$ cat src/rtl/btn_conditioner.sv
// ---------------------------------------------------------------------------
// btn_conditioner : N-channel button synchroniser, debouncer and edge pulser.
// Optional auto-repeat on held buttons via macro BTN_AUTOREPEAT_EN.
// Revision: 1.0
// ---------------------------------------------------------------------------
`default_nettype none

module btn_conditioner #(
   parameter int NUM_BTN       = 3,
   parameter int DEBOUNCE_BITS = 18,
   parameter int REPEAT_DELAY  = 8000000,
   parameter int REPEAT_PERIOD = 2000000
) (
   input  logic               clk,
   input  logic               rst,
   input  logic               ena,
   input  logic [NUM_BTN-1:0] btn_raw,
   output logic [NUM_BTN-1:0] btn_level,
   output logic [NUM_BTN-1:0] btn_press,
   output logic [NUM_BTN-1:0] btn_release
);

   logic [NUM_BTN-1:0]       sync1_q, sync1_d;
   logic [NUM_BTN-1:0]       sync2_q, sync2_d;
   logic [NUM_BTN-1:0]       level_q, level_d;
   logic [NUM_BTN-1:0]       press_q, press_d;
   logic [NUM_BTN-1:0]       release_q, release_d;
   logic [DEBOUNCE_BITS-1:0] cnt_q [NUM_BTN];
   logic [DEBOUNCE_BITS-1:0] cnt_d [NUM_BTN];
   logic [NUM_BTN-1:0]       commit;

`ifdef BTN_AUTOREPEAT_EN
   localparam logic [23:0] RPT_LAST   = 24'(REPEAT_DELAY - 1);
   localparam logic [23:0] RPT_RELOAD = 24'(REPEAT_DELAY - REPEAT_PERIOD);

   logic [23:0] rc_q [NUM_BTN];
   logic [23:0] rc_d [NUM_BTN];
`else
   logic unused_rpt_params;
   assign unused_rpt_params = ^{REPEAT_DELAY, REPEAT_PERIOD};
`endif

   always_comb begin
      sync1_d   = btn_raw;
      sync2_d   = sync1_q;
      level_d   = level_q;
      press_d   = '0;
      release_d = '0;
      commit    = '0;
      for (int i = 0; i < NUM_BTN; i++) begin
         cnt_d[i] = '0;
         if (sync2_q[i] != level_q[i]) begin
            // A saturated counter always commits, so it can never wrap.
            if (&cnt_q[i]) begin
               commit[i]    = 1'b1;
               level_d[i]   = sync2_q[i];
               press_d[i]   = ena & sync2_q[i];
               release_d[i] = ena & ~sync2_q[i];
            end else begin
               cnt_d[i] = cnt_q[i] + 1'b1;
            end
         end
`ifdef BTN_AUTOREPEAT_EN
         // Release commits take precedence so press and release never coincide.
         rc_d[i] = '0;
         if (level_q[i] && !commit[i]) begin
            if (rc_q[i] == RPT_LAST) begin
               press_d[i] = ena;
               rc_d[i]    = RPT_RELOAD;
            end else begin
               rc_d[i] = rc_q[i] + 1'b1;
            end
         end
`endif
      end
   end

   always_ff @(posedge clk) begin
      if (rst) begin
         sync1_q   <= '0;
         sync2_q   <= '0;
         level_q   <= '0;
         press_q   <= '0;
         release_q <= '0;
         for (int i = 0; i < NUM_BTN; i++) begin
            cnt_q[i] <= '0;
`ifdef BTN_AUTOREPEAT_EN
            rc_q[i]  <= '0;
`endif
         end
      end else begin
         sync1_q   <= sync1_d;
         sync2_q   <= sync2_d;
         level_q   <= level_d;
         press_q   <= press_d;
         release_q <= release_d;
         for (int i = 0; i < NUM_BTN; i++) begin
            cnt_q[i] <= cnt_d[i];
`ifdef BTN_AUTOREPEAT_EN
            rc_q[i]  <= rc_d[i];
`endif
         end
      end
   end

   assign btn_level   = level_q;
   assign btn_press   = press_q;
   assign btn_release = release_q;

endmodule

`default_nettype wire
$ cat config.mk
export PLATFORM = sky130hd
export DESIGN_NAME = btn_conditioner
export DESIGN_NICKNAME = d
export VERILOG_FILES = /design/src/rtl/btn_conditioner.sv
export SDC_FILE = /design/constraint.sdc
export NUM_CORES = 1
export LEC_CHECK = 0
export CAP_MARGIN = 20
export CORE_ASPECT_RATIO = 2
export CORE_MARGIN = 1
export CORE_UTILIZATION = 45
export DETAILED_ROUTE_END_ITERATION = 6
export MAX_ROUTING_LAYER = met4
export PLACE_DENSITY_LB_ADDON = 0.15
export SKIP_LAST_GASP = 1
export SLEW_MARGIN = 30
export SYNTH_ARGS = -nofsm -noshare
export SYNTH_HDL_FRONTEND = slang
export SYNTH_SLANG_ARGS = --single-unit
$ cat constraint.sdc
create_clock -name clk -period 4.65 [get_ports clk]
set_input_delay 0.93 -clock clk [delete_from_list [all_inputs] [get_ports clk]]
set_output_delay 0.93 -clock clk [all_outputs]
set_load 0.01 [all_outputs]
==> impl_results.md <==
* Register Area at between 1000 and 1500 µm²
* CTS Root Cell: clkbuf_16
* Area growth syn-to-layout at 17.4%
* CP max-delay cell: clkdlybuf4s50_1
* Final core occ at 55.7%
* Largest net degree at the start of global routing at 19
* Setup CP Type: input pin to register
* VDD IR-drop max at 0.255 mV
* Average size of a mapped cell at approximately 9.0 µm²
* Ports at 15
* Leakage power at around 1.0 nW
* Endpoints failing setup at 0
* Post-CTS sizing at 0
* Cells after synthesis at 320
* Post-Route Setup TNS at 0 ns
* XOR/XNOR Fraction of Synth Area at approximately an eighth
* Largest family of logic cells by synthesized area: simple AND/OR/NAND/NOR gates
* Fin crit share at 53.2%
* HP Class: register to register
* Die width at approximately 58 µm
* CP Cell Sequence: clkdlybuf4s50_1 > or2_2 > or4_1 > nor2_1
* Post-synthesis async set-or-reset flop share at 0%
* Worst-Skew Late Latency at between 0.3 and 0.4 ns
* Initial core utilization at a little under half
* I/O Buffers at 14
* Pins Over Slew Limit at 0
* Bufs and invs on worst path at 1
* Status: finished clean
* Critical path's top delay family: simple AND/OR/NAND/NOR gates
* Wirelength per Cell at 12.1 µm
* Hold Buf Count CTS at 0
* Fillers at approximately 570
* Detail Placement HPWL at roughly 3600 µm
* Die Ht at 115 µm
* Max_slew headroom at 54.9%
* First-pass GRT wire length at a little over 9000 µm
* Critical path endpoint category: register
* Flop and latch count out of synthesis at slightly below 70
* Synth Area in Compound Gates at around 4.3%
* Simple-Gate Fraction of Synth Area at just over 30%
* Length of the first detailed-routing pass in iterations at 4
* Clk_skew at approximately 0.0054 ns
* EDFF count, synth at 0
* Row Count at 40
* Slowest stage delay, CP at 0.70 ns
* Grt total ovfl at 0
* Final Hold Fails at 0
* Clk sinks at 69
* Core Area at approximately 6000 µm²
* Multiplexer share of the synthesized area at 0%
* Ys flop type: dfxtp_1
* Synth unique cells at 37
* Adder-Cell Fraction of Synth Area at ~1.3%
* Clock-pin slew on the worst setup and hold paths at roughly 0.050 ns
* WL final at 5160 µm
* CP Data Required Time at 4.92 ns
* TritonCTS clock tree: yes
* Share of cells above drive strength 1 at 7.27%
* Vias/cell at 5.09
* Count leader, synth: dfxtp_1
* Initial antenna violation count at 0
* Layout net count at around 350
* Antenna-violating nets left at 0
* Warnings from Yosys at 0
* Gpl congestion at around 0.79
* Yosys top cell area share at between 40 and 50%
* Register area share after synthesis at 48.1%
* Via count at about 2200
* CP max FO at 18
* Worst Max-Slew Pin Slew at 0.676 ns
* CTS buffer count at 9
* Max-Cap Viols at 0
* H-tree levels at 3
* All-Layer GR Usage at 18.8%
* Antenna diode count at 0
* Largest cells by area after synthesis: dfxtp_1 (48%), xnor2_1 (10%), nor2_1 (7.4%)
* Syn nets at roughly 330
* Max Fclk at between 400 and 500 MHz
* Vias in the first global route at around 2100
* DRC viols at 0
* Post-CTS Setup Bufs at 0
* Cell taking the most area after synthesis: dfxtp_1
* Crit path DAT at between 2 and 3 ns
* DRT iter0 DRCs at a little over 90
* Tmin final at between 2 and 2.5 ns
* Multi-input logic area at 1420 µm²
* Synth Cell Area at around 2900 µm²
* Top cells by count, synth: dfxtp_1 (69), nor2_1 (57), xnor2_1 (34)
* PD cells at around 370 nW/µm²
* Clock buffer depth at 2
* Die ar. at between 6000 and 7000 µm²
* Unrepaired setup endpoints after global routing: no
* Worst setup SP type: input pin
## worst paths after layout
path	slack (ns)	from	to	cells after the start
setup reg to reg	2.45	cnt_q[0][0]	cnt_q[0][13]	5
hold / removal	0.43	sync1_q[0]	sync2_q[0]	1
hold reg to reg	0.43	sync1_q[0]	sync2_q[0]	1
setup / recovery	2.18	rst	btn_press[0]	4
## power by group
group / internal [mW] / switching (mW) / total [mW]
registers: 0.595 / 0.00217 / 0.597
logic: 0.00730 / 0.00866 / 0.0160
clock network: 0.389 / 0.229 / 0.618
total: 0.992 / 0.240 / 1.23
## metal layers
layer	routed length [µm]	part of all wire (%)	vias up	GRT usage [%]
met5	0	0	-	-
met4	144	2.8	0	11.4
met3	139	2.7	8	5.40
met2	2760	53	20	31.0
met1	2120	41	1007	19.2
li1	-	-	1143	-
## layout make-up
| cell class | count | area share (%) |
|---|---|---|
| clock buffers | 15 | 7.94 |
| clock inverters | 1 | 0.148 |
| inverters | 14 | 1.56 |
| multi-input cells | 231 | 42.1 |
| flip-flops and latches | 69 | 41.0 |
| well taps | 84 | 3.12 |
| repair buffers | 14 | 4.16 |
## logic make-up after synthesis
kind of cell,count (synthesis)
AO/OA/AOI/OAI,21
XOR/XNOR,43
adder cells (fa/ha/maj),3
buffers and inverters,20
flip-flops,69
AND/OR/NAND/NOR,164
## per-stage QoR
stage	area, µm²	cells	hold WS (ns)	power (mW)	setup slack [ns]
detailed placement	3100	412	0.430	0.626	1.80
floorplan	2870	320	0.414	0.618	2.67
global placement	3090	412	0.420	0.626	1.79
finish	3370	428	0.434	1.23	2.18
global route	3370	428	0.454	1.28	2.04
CTS	3370	428	0.439	1.25	2.14
## registers in the layout (all words and copies together), names as in the netlist
signal,count
cnt_q,54
btn_level,3
btn_press,3
btn_release,3
sync1_q,3
sync2_q,3
## placed cells by master (no fill, tap or decap), types with 7 or more instances in the layout
cell,instances
nand4_1,9
clkdlybuf4s50_1,14
nor4_1,12
o21ai_0,7
nand2_1,13
xnor2_1,34
nor3_1,12
nand3_1,21
nor2b_1,9
dfxtp_1,69
xor2_1,9
clkbuf_16,9
inv_1,14
nor2_1,57
Note: power is estimated with default switching activity, not from simulation.
